<file path="src/rtl/btn_event_if.sv">
// Event handshake between btn_event and its consumers (UART TX formatter, LED logic).
//   evt_valid_o : event available in the producer's holding register
//   evt_code_o  : 00 PRESS, 01 RELEASE, 10 LONG, 11 REPEAT
//   evt_ready_i : consumer accepts; transfer when valid & ready on a rising edge
// Signal suffixes are from the producer's point of view.
interface btn_event_if;
    logic       evt_valid_o;
    logic [1:0] evt_code_o;
    logic       evt_ready_i;

    modport master (output evt_valid_o, output evt_code_o, input evt_ready_i);
    modport slave  (input evt_valid_o, input evt_code_o, output evt_ready_i);
endinterface

</file>
<file path="src/rtl/btn_event.sv">
// Button event generator: turns a debounced button level into PRESS / RELEASE / LONG /
// REPEAT events, presented through a one-deep holding register on a valid/ready handshake.
// Ports:
//   clk_i      system clock
//   arst_n_i   asynchronous reset, active low
//   deb_i      debounced button level, synchronous to clk_i
//   evt        event handshake (master side): valid, 2-bit code, ready
//   held_o     registered pressed state (high in PRESSED or HELD)
//   evt_ovf_o  sticky flag: an event was dropped because the holding register was full
//   ovf_clr_i  synchronous clear of evt_ovf_o (a drop in the same cycle wins)
module btn_event #(
    parameter int unsigned CLK_FREQ      = 50_000_000,
    parameter int unsigned LONG_PRESS_MS = 500,
    parameter int unsigned REPEAT_MS     = 100,
    parameter bit          ACTIVE_LOW    = 1'b1
) (
    input  logic         clk_i,
    input  logic         arst_n_i,
    input  logic         deb_i,
    btn_event_if.master  evt,
    output logic         held_o,
    output logic         evt_ovf_o,
    input  logic         ovf_clr_i
);

    localparam int unsigned LONG_CYC = CLK_FREQ / 1000 * LONG_PRESS_MS;
    localparam int unsigned REP_CYC  = CLK_FREQ / 1000 * REPEAT_MS;
    localparam int unsigned MAX_CYC  = (LONG_CYC > REP_CYC) ? LONG_CYC : REP_CYC;
    localparam int unsigned CNT_W    = $clog2(MAX_CYC + 1);

    localparam logic [CNT_W-1:0] LONG_LAST = CNT_W'(LONG_CYC - 1);
    // Guarded so a disabled REPEAT does not underflow the terminal count.
    localparam logic [CNT_W-1:0] REP_LAST  = CNT_W'((REP_CYC > 0) ? REP_CYC - 1 : 0);
    localparam bit               REP_EN    = (REPEAT_MS > 0);

    localparam logic [1:0] EVT_PRESS   = 2'b00;
    localparam logic [1:0] EVT_RELEASE = 2'b01;
    localparam logic [1:0] EVT_LONG    = 2'b10;
    localparam logic [1:0] EVT_REPEAT  = 2'b11;

    typedef enum logic [1:0] {StIdle, StPressed, StHeld} state_e;

    state_e           state_q, state_d;
    logic [CNT_W-1:0] cnt_q, cnt_d;
    logic             held_q, held_d;
    logic             valid_q, valid_d;
    logic [1:0]       code_q, code_d;
    logic             ovf_q, ovf_d;

    logic             pressed;
    logic             gen;
    logic [1:0]       gen_code;

    assign pressed = deb_i ^ ACTIVE_LOW;

    // Event FSM: one transition per clock, release takes priority over terminal counts.
    always_comb begin
        state_d  = state_q;
        cnt_d    = cnt_q;
        gen      = 1'b0;
        gen_code = EVT_PRESS;
        unique case (state_q)
            StIdle: begin
                if (pressed) begin
                    state_d  = StPressed;
                    cnt_d    = '0;
                    gen      = 1'b1;
                    gen_code = EVT_PRESS;
                end
            end
            StPressed: begin
                if (!pressed) begin
                    state_d  = StIdle;
                    cnt_d    = '0;
                    gen      = 1'b1;
                    gen_code = EVT_RELEASE;
                end else if (cnt_q == LONG_LAST) begin
                    state_d  = StHeld;
                    cnt_d    = '0;
                    gen      = 1'b1;
                    gen_code = EVT_LONG;
                end else begin
                    cnt_d = cnt_q + CNT_W'(1);
                end
            end
            StHeld: begin
                if (!pressed) begin
                    state_d  = StIdle;
                    cnt_d    = '0;
                    gen      = 1'b1;
                    gen_code = EVT_RELEASE;
                end else if (REP_EN && (cnt_q == REP_LAST)) begin
                    cnt_d    = '0;
                    gen      = 1'b1;
                    gen_code = EVT_REPEAT;
                end else if (REP_EN) begin
                    cnt_d = cnt_q + CNT_W'(1);
                end
            end
            default: begin
                state_d = StIdle;
                cnt_d   = '0;
            end
        endcase
    end

    // held_o tracks the next state so it changes on the same edge the FSM leaves/enters IDLE.
    assign held_d = (state_d != StIdle);

    // One-deep holding register. A new event loads if the slot is empty or being drained
    // this cycle; otherwise it is dropped and the overflow flag is set.
    always_comb begin
        valid_d = valid_q;
        code_d  = code_q;
        ovf_d   = ovf_q;
        if (ovf_clr_i) begin
            ovf_d = 1'b0;
        end
        if (gen) begin
            if (!valid_q || evt.evt_ready_i) begin
                valid_d = 1'b1;
                code_d  = gen_code;
            end else begin
                ovf_d = 1'b1;
            end
        end else if (valid_q && evt.evt_ready_i) begin
            valid_d = 1'b0;
        end
    end

    always_ff @(posedge clk_i or negedge arst_n_i) begin
        if (!arst_n_i) begin
            state_q <= StIdle;
            cnt_q   <= '0;
            held_q  <= 1'b0;
            valid_q <= 1'b0;
            code_q  <= EVT_PRESS;
            ovf_q   <= 1'b0;
        end else begin
            state_q <= state_d;
            cnt_q   <= cnt_d;
            held_q  <= held_d;
            valid_q <= valid_d;
            code_q  <= code_d;
            ovf_q   <= ovf_d;
        end
    end

    assign evt.evt_valid_o = valid_q;
    assign evt.evt_code_o  = code_q;
    assign held_o          = held_q;
    assign evt_ovf_o       = ovf_q;

endmodule

</file>
<file path="src/flat_wrapper.sv">
// flat-port wrapper written by rule: the top's interface ports become plain ports
module btn_event_flat 
#(
    parameter int unsigned CLK_FREQ      = 50_000_000,
    parameter int unsigned LONG_PRESS_MS = 500,
    parameter int unsigned REPEAT_MS     = 100,
    parameter bit          ACTIVE_LOW    = 1'b1
)
  (clk_i, arst_n_i, deb_i, held_o, evt_ovf_o, ovf_clr_i, evt_evt_valid_o, evt_evt_code_o, evt_evt_ready_i);
  btn_event_if evt_i ();
  input  logic clk_i;
  input  logic arst_n_i;
  input  logic deb_i;
  output logic held_o;
  output logic evt_ovf_o;
  input  logic ovf_clr_i;
  output wire logic [$bits(evt_i.evt_valid_o)-1:0] evt_evt_valid_o;
  output wire logic [$bits(evt_i.evt_code_o)-1:0] evt_evt_code_o;
  input wire logic [$bits(evt_i.evt_ready_i)-1:0] evt_evt_ready_i;
  assign evt_evt_valid_o = evt_i.evt_valid_o;
  assign evt_evt_code_o = evt_i.evt_code_o;
  assign evt_i.evt_ready_i = evt_evt_ready_i;
  btn_event #(.CLK_FREQ(CLK_FREQ), .LONG_PRESS_MS(LONG_PRESS_MS), .REPEAT_MS(REPEAT_MS), .ACTIVE_LOW(ACTIVE_LOW)) u_core (.clk_i(clk_i), .arst_n_i(arst_n_i), .deb_i(deb_i), .evt(evt_i), .held_o(held_o), .evt_ovf_o(evt_ovf_o), .ovf_clr_i(ovf_clr_i));
endmodule
</file>
<file path="config.mk">
export PLATFORM = sky130hd
export DESIGN_NAME = btn_event_flat
export DESIGN_NICKNAME = d
export VERILOG_FILES = /design/src/rtl/btn_event_if.sv /design/src/rtl/btn_event.sv /design/src/flat_wrapper.sv
export SDC_FILE = /design/constraint.sdc
export NUM_CORES = 1
export LEC_CHECK = 0
export CAP_MARGIN = 30
export CORE_MARGIN = 8
export CORE_UTILIZATION = 59
export DETAILED_ROUTE_END_ITERATION = 10
export PLACE_DENSITY = 0.78
export SYNTH_ARGS = -nofsm -noshare
export SYNTH_HDL_FRONTEND = slang
export SYNTH_SLANG_ARGS = --single-unit
</file>
<file path="constraint.sdc">
create_clock -name clk_i -period 2.7 [get_ports clk_i]
set_clock_uncertainty 0.2 [all_clocks]
set_input_delay 0.54 -clock clk_i [delete_from_list [all_inputs] [get_ports clk_i]]
set_output_delay 0.54 -clock clk_i [all_outputs]
set_load 0.005 [all_outputs]
</file>
# Word-level counts from Yosys, hierarchy flattened
# Index checks and enable logic that the tools add are counted.
totals:
  inputBits: 5
  elab_cells: 49
  output_inout_bits: 5
  reg_bits: 32
op_classes:
  addsub: 1
  n_reduce_logical: 8
  n_eq_ne: 6
  mux: 28
ops:
  columns: ["cell", "n"]
  rows:
  - ["25-bit two-way mux", 5]
  - ["25-bit one-hot mux with 3 select lines", 1]
  - ["25-bit by 1-bit adder with 25-bit output, second input constant", 1]
  - ["25-bit by 23-bit == test with 1-bit output, second input constant", 1]
  - ["25-bit == test, second input constant", 1]
  - ["2-bit two-way mux", 8]
  - ["1-bit two-way mux", 11]
  - ["2-bit one-hot mux with 3 select lines", 1]
  - ["2-bit inequality test, second input constant", 2]
  - ["2-bit one-hot mux with 2 select lines", 1]
  - ["2-bit AND reduction", 2]
  - ["2-bit nonzero test", 2]
  - ["1-bit one-hot mux with 3 select lines", 1]
  - ["2-bit by 1-bit == test with 1-bit output, second input constant", 1]
  - ["2-bit == test, second input constant", 1]
  - ["2-bit logical NOT", 1]
  - ["1-bit logical AND", 1]
  - ["1-bit logical NOT", 1]
  - ["1-bit logical OR", 1]

# Longest topological paths before layout
# Gate-level depths: netlist (run 1).
depth:
  depth_word: 6
  mapped_depth: 7
  ltp_nobuf: 7

# Worst setup path before layout (run 1)
# OpenSTA, ideal clock, no wires.
synth_timing:
  kind: "reg-to-reg"
  from: "register u_core.cnt_q[0]"
  to: "register u_core.cnt_q[14]"
  path_buffers: 1
  required_time_ns: 2.376
  path_slack_ns: 0.353
  stages_incl_launch_ff: 8
  setup_time_ns: 0.124
  period_less_slack_ns: 2.347
  t_arrival_ns: 2.023
  path_cell_list: "dfrtp_1 ha_1 and4_1 nand4_2 o41ai_4 buf_4 a211oi_1 a211o_1"
synth_via:
  elab_chain_cells: 4
  word_cells_on_any_way: 8
  classes_between: "add/sub (1); eq/ne (2); mux (5)"
synth_rtl:
  columns: ["item", "line", "source"]
  rows:
  - ["start, declared", "btn_event.sv:44", "logic [CNT_W-1:0] cnt_q, cnt_d;"]
  - ["start signal, assigned", "btn_event.sv:141", "cnt_q <= cnt_d;"]
  - ["25-bit by 1-bit adder with 25-bit output, or another cell as far along", "btn_event.sv:83, btn_event.sv:97", null]
  - ["25-bit two-way mux, on equally long branches", "btn_event.sv:92, btn_event.sv:77", null]
  - ["25-bit two-way mux, on equally long branches", "btn_event.sv:87, btn_event.sv:72", null]
  - ["25-bit one-hot mux with 3 select lines (*)", "btn_event.sv:62", "unique case (state_q)"]
# Mark *: on every way between the ends. The rest lies on a longest branch, timed or not.
# A chain may end at the register's enable or synchronous reset.

# Final worst setup path (run 1)
layout_timing:
  from: "register u_core.state_q[0]"
  to: "register u_core.code_q[1], in the netlist u_core.evt.evt_code_o[1]"
layout_via:
  elab_chain_cells: 3
  word_cells_on_any_way: 6
  classes_between: "eq/ne (2); mux (2); reduce/logical (2)"
layout_rtl:
  columns: ["item", "line", "source"]
  rows:
  - ["start, declared", "btn_event.sv:43", "state_e state_q, state_d;"]
  - ["start signal, assigned", "btn_event.sv:133", "state_q <= StIdle;"]
  - ["start signal, assigned", "btn_event.sv:140", "state_q <= state_d;"]
  - ["2-bit == test, or another cell as far along", "btn_event.sv:62", null]
  - ["1-bit one-hot mux with 3 select lines", "btn_event.sv:62", null]
  - ["2-bit AND reduction (no source line)", null, null]
  - ["end signal, assigned", "btn_event.sv:144", "code_q <= code_d;"]
  - ["end, declared", "btn_event.sv:47", "logic [1:0] code_q, code_d;"]
# Several ways; a longest one is shown, not always the timed one.

==> flow_summary.yaml, run 1 <==
outcome:
  status: "completed"
synthesis:
  synth.net_count: 250
  synth_area_leaders: "dfrtp_1 36%, a221oi_1 6.0%, a21o_1 5.5%, nand2_1 3.9%, or4_1 3.7%"
  synth_compound_area_share_pct: 27.7
  yosys_warnings: 0
  synth_seq_cells: 32
  synthCells: 240
  synthAdderAreaFrac_pct: 2.84
  yosys.cell_count.top_type: "dfrtp_1"
  synthSimpleGateAreaFrac_pct: 27.0
  synthMuxAreaShare_pct: 0.965
  synth_top_area_share_pct: 36.3
  yosys_most_used_dff: "dfrtp_1"
  synth_xor_area_share_pct: 0.795
  synth.avg_cell_area_um2: 9.18
  synth-edff-count: 0
  synth_async_sr_flop_share_pct: 100
  synthesis.area_um2: 2200
  synth_cell_types: 50
  seq_area_frac_synth_pct: 36.3
  netlist.top_cell.by_area: "dfrtp_1"
  synth_top_family_by_area: "compound AO/OA/AOI/OAI gates"
  ys_top_cells_by_count: "32 x dfrtp_1, 23 x nand2_1, 16 x a21o_1"
sta:
  tightestPinTransition_ns: 0.514
  hold-worst-slack_ns: 0.298
  post-route-period-util_pct: 93.0
  maxSlewViolCount: 0
  slew_headroom_pct: 64.8
  tns_ns: 0
  setup_ws_ns: 0.189
  rsz0062_at_grt: "no"
  setup_viol: 0
  max_clock_freq_mhz: 398
  final_hold_viol_count: 0
  post-route-min-period_ns: 2.51
clock_tree:
  cts_buffer_depth: 2
  root_buffer: "clkbuf_8"
  cts_buffers: 5
  clk_latency_ns: 0.28
  cts_max_level: 2
  clock-sinks: 32
  clk_pin_slew_ns: 0.07
  cts_tree: "built"
final_layout:
  final_util_pct: 71.5
  register_area_um2: 801
  drive_gt1_share_pct: 15.1
  syn2layout_area_growth_pct: 17.8
  multi_input_area_um2: 1330
  nets: 274
  final_cells: 313
  n_antenna_cell: 0
  num-fill-cells: 295
place:
  gp_congestion: 0.867
  place.port_buffers: 9
  dpl_worst_slack_ns: 0.0618
  dp_cells: 303
  hpwl_um: 3990
floorplanning:
  dieHeight_um: 77.1
  chipWidth_um: 77.1
  core-area_um2: 3630
  start_util_pct: 60.6
  num_rows: 22
  pin_count: 10
  dieArea_um2: 5950
pwr:
  vdd_ir_drop_max_mv: 0.343
  power_density_nw_per_um2: 535
  leakagePower_uw: 0.00112
global_route:
  grt_remaining_overflow: 0
  grt_pass1_vias: 1913
  grt_pass1_wl_um: 9460
  antenna_found_initial: 0
  grt_usage_pct: 19.2
  grt_max_degree: 33
worst_setup_path:
  critPathKind: "reg -> reg"
  crit_fanout: 5
  critical_path.startpoint: "u_core.state_q[0]"
  endpoint_kind: "register"
  cp-start-kind: "register"
  critPathArrivalTime_ns: 2.48
  r2r_slack_ns: 0.19
  r2r_start: "u_core.state_q[0]"
  crit_required_ns: 2.67
hold_path:
  hold_class: "reg -> reg"
  hp-start: "u_core.evt.evt_code_o[1]"
detailed_routing:
  via_per_inst: 6.64
  drtAntennaViolNets: 0
  drt_iter0_drc: 133
  vias: 2077
  avgRoutedWirePerCell_um: 17.6
  drc: 0
  firstDrtPassIters: 4
  wirelength_um: 5510
run:
  maxCapViolations: 0
critical path: stages, from the launching register on:
cell and delay, ns:
dfrtp_1 0.39, inv_1 0.09, ha_1 0.29, or3_1 0.32
or4_1 0.39, a21oi_1 0.22, a31oi_1 0.18, mux2_1 0.34
metrics by stage:
stage               power (uW)  instance area (um^2)
global route              1460                  2600
global placement           990                  2470
CTS                       1370                  2560
detailed placement         994                  2470
floorplan                  800                  2200
finish                    1390                  2600
timing repair:
| item | in CTS | in global routing |
|---|---|---|
| hold buffers | 0 | 0 |
| buffers inserted | 0 | 2 |
| setup endpoints to repair | 0 | 14 |
| resized for setup | 0 | 2 |
worst paths after layout:
| kind | cells after the start | to |
|---|---|---|
| setup / recovery | 7 | u_core.evt.evt_code_o[1] |
| hold / removal | 1 | u_core.evt.evt_code_o[1] |
| setup reg to reg | 7 | u_core.evt.evt_code_o[1] |
| hold reg to reg | 1 | u_core.evt.evt_code_o[1] |
| max in group asynchronous | 2 | u_core.cnt_q[8] |
| min in group asynchronous | 2 | u_core.cnt_q[22] |
where the power goes:
| group | total, uW | internal [uW] | switching, uW |
|---|---|---|---|
| logic | 476 | 208 | 268 |
| clock network | 376 | 203 | 173 |
| registers | 537 | 516 | 20.9 |
placed cells by master, fill, tap and decap left out, types with 7 or more instances in the layout:
cell type        count
clkdlybuf4s50_1      9
a221oi_1            15
a21o_1              16
buf_4               21
nand2_1             23
o31ai_1              9
o21ai_0             10
or4_1               11
nand2b_1             7
inv_1                8
dfrtp_1             32
nand3_1              8
or3_1               10
layout make-up:
class,count,area share [%]
multi-input combinational,185,51.0
inverter,8,1.16
clock buffer,6,3.18
tap,48,2.31
clock inverter,2,0.386
timing repair buffer,32,11.1
sequential,32,30.8
metal layers:
layer  GRT usage [%]  vias up  wire length [um]
met5               0        -                 0
li1                -      995                 -
met4            5.47        0                91
met3            4.43        9               344
met2            30.3       69              2570
met1            25.5     1004              2500
kinds of logic (layout without fill, tap and decap cells):
family | after synthesis | in the layout
fa+ha+maj | 5 | 5
xor+xnor | 2 | 2
buf+inv | 23 | 48
flops | 32 | 32
simple gates | 99 | 99
mux | 2 | 2
compound gates | 77 | 77
sequential cells by signal, indices dropped and copies added (netlist names):
name                    flops
u_core.cnt_q               25
u_core.evt.evt_code_o       2
u_core.evt.evt_valid_o      1
u_core.evt_ovf_o            1
u_core.held_o               1
u_core.state_q              2
Note: power is estimated with default switching activity, not from simulation.
==> run 2, diff against run 1 <==
Settings changed: CORE_UTILIZATION 59 to 60, PLACE_DENSITY 0.78 to 0.79.
==> run 2 against run 1 <==
Compared with the run above:
- register-to-register slack worse by 0.02 ns
- sequential power about the same
- largest cell class unchanged
- sequential cell count is the same
- final cell count is 0.64% lower
- via count increased by 1.3%
- global-route usage is 0.43 points higher
- count of clock-buffer cells in the layout rose by 2
- sequential share of layout area increased by 0.30 points
- combinational power decreased by 7.1%
- highest routed layer unchanged
- design area fell by 0.96%
- routed wire length is 1.1% lower
==> flow_summary.yaml, run 2 (synthesis results as in run 1) <==
outcome:
  status: "completed"
global_route:
  grt_max_degree: 33
  grt_remaining_overflow: 0
  grt_pass1_wl_um: 9660
  grt_pass1_vias: 2025
  met1_usage_pct: 25.6
  grt-busiest-layer: "met2"
  antenna_found_initial: 0
  use_met2_pct: 31.2
  use_met3_pct: 3.42
  grt_usage_pct: 19.7
detailed_routing:
  drtAntennaViolNets: 0
  drt_iter0_drc: 241
  avgRoutedWirePerCell_um: 17.5
  firstDrtPassIters: 5
  wirelength_um: 5450
  drc: 0
  vias: 2105
  via_per_inst: 6.77
place:
  hpwl_um: 3870
  place.port_buffers: 9
  gp_congestion: 0.865
  dpl_worst_slack_ns: 0.104
sta:
  tns_ns: 0
  tightestPinTransition_ns: 0.474
  post-route-period-util_pct: 93.9
  rsz0062_at_grt: "no"
  setup_viol: 0
  final_hold_viol_count: 0
  maxSlewViolCount: 0
  setup_ws_ns: 0.165
  post-route-min-period_ns: 2.53
  max_clock_freq_mhz: 395
  slew_headroom_pct: 68.4
pwr:
  vdd_ir_drop_max_mv: 0.294
  power_density_nw_per_um2: 533
  leakagePower_uw: 0.00110
run:
  maxCapViolations: 0
floorplanning:
  pin_count: 10
  num_rows: 22
  chipWidth_um: 76.6
  start_util_pct: 61.1
  dieHeight_um: 76.6
  dieArea_um2: 5870
  core-area_um2: 3610
worst_setup_path:
  critPathKind: "reg -> reg"
  critPathArrivalTime_ns: 2.51
  path_delay_family: "compound AO/OA/AOI/OAI gates"
  slowest_delay_ns: 0.42
  crit_fanout: 18
  crit_required_ns: 2.68
  cp-start-kind: "register"
  path_buf_inv: 1
  worstPathCellList: "ha_1, and4_1, nand4_2, o41ai_4, buf_12, a2111oi_0, a311o_1"
  r2r_start: "u_core.cnt_q[0]"
  slowest_stage: "o41ai_4"
  critical_path.startpoint: "u_core.cnt_q[0]"
  endpoint_kind: "register"
final_layout:
  num-fill-cells: 283
  drive_gt1_share_pct: 13.7
  largest_register: "u_core.cnt_q"
  largest_reg_flops: 25
  nets: 272
  final_cell_mix: "32 x dfrtp_1, 23 x nand2_1, 19 x buf_4, 16 x a21o_1, 15 x a221oi_1"
  syn2layout_area_growth_pct: 16.7
  n_antenna_cell: 0
  layout_commonest_cell: "dfrtp_1"
hold_path:
  hold_class: "reg -> reg"
  hp-start: "u_core.evt.evt_code_o[1]"
clock_tree:
  cts_tree: "built"
  clock-sinks: 32
  cts_buffer_depth: 2
  clk_pin_slew_ns: 0.07
  cts_max_level: 2
  clk_latency_ns: 0.29
  root_buffer: "clkbuf_8"
  post_cts_buffers: 0
  cts_buffers: 5
[run 2: cell types whose count changed in the layout (fill, tap and decap cells not counted), sizes merged]
cell    change
clkbuf      +2
clkinv      -2
buf         -2
[run 2: layout make-up]
type                       instances  area (um^2)  share of cell area, %
tap                               48         60.1                   2.34
multi-input combinational        185         1320                   51.2
inverter                           8         30.0                   1.17
timing repair buffer              30          273                   10.6
sequential                        32          801                   31.1
clock buffer                       8         90.1                   3.50
[run 2: final timing paths]
kind,end,cells after the start,slack [ns]
setup / recovery,u_core.cnt_q[10],7,0.17
hold / removal,u_core.evt.evt_code_o[1],1,0.29
setup reg to reg,u_core.cnt_q[10],7,0.17
hold reg to reg,u_core.evt.evt_code_o[1],1,0.29
max in group asynchronous,u_core.cnt_q[9],2,1.55
min in group asynchronous,u_core.cnt_q[23],2,0.44
[run 2: timing repair]
| action | 4_1_cts | 5_1_grt |
|---|---|---|
| endpoints found under the setup margin | 0 | 9 |
| hold buffers | 0 | 0 |
| hold endpoints to repair | 0 | 0 |
| gates resized for setup | 0 | 2 |
[run 2: power breakdown]
| part | internal (uW) | total [uW] | switching (uW) |
|---|---|---|---|
| clock network | 208 | 389 | 181 |
| registers | 516 | 538 | 21.9 |
| logic | 190 | 442 | 253 |
[run 2: through the flow]
| stage | cell area (um^2) | utilization (%) | instances | power (uW) | hold slack (ns) |
|---|---|---|---|---|---|
| global route | 2570 | 71.3 | 311 | 1440 | 0.309 |
| CTS | 2560 | 71.0 | 311 | 1370 | 0.296 |
| global placement | 2470 | 68.5 | 303 | 980 | 0.277 |
| floorplan | 2200 | - | 240 | 800 | 0.0444 |
| finish | 2570 | 71.3 | 311 | 1370 | 0.288 |
| detailed placement | 2470 | 68.5 | 303 | 987 | 0.280 |
[run 2: routing by layer]
metal  vias to the layer above  routed length (um)
li1                        985                   -
met1                       995                2300
met2                       113                2580
met3                        12                 469
met4                         0                  98
met5                         -                   0
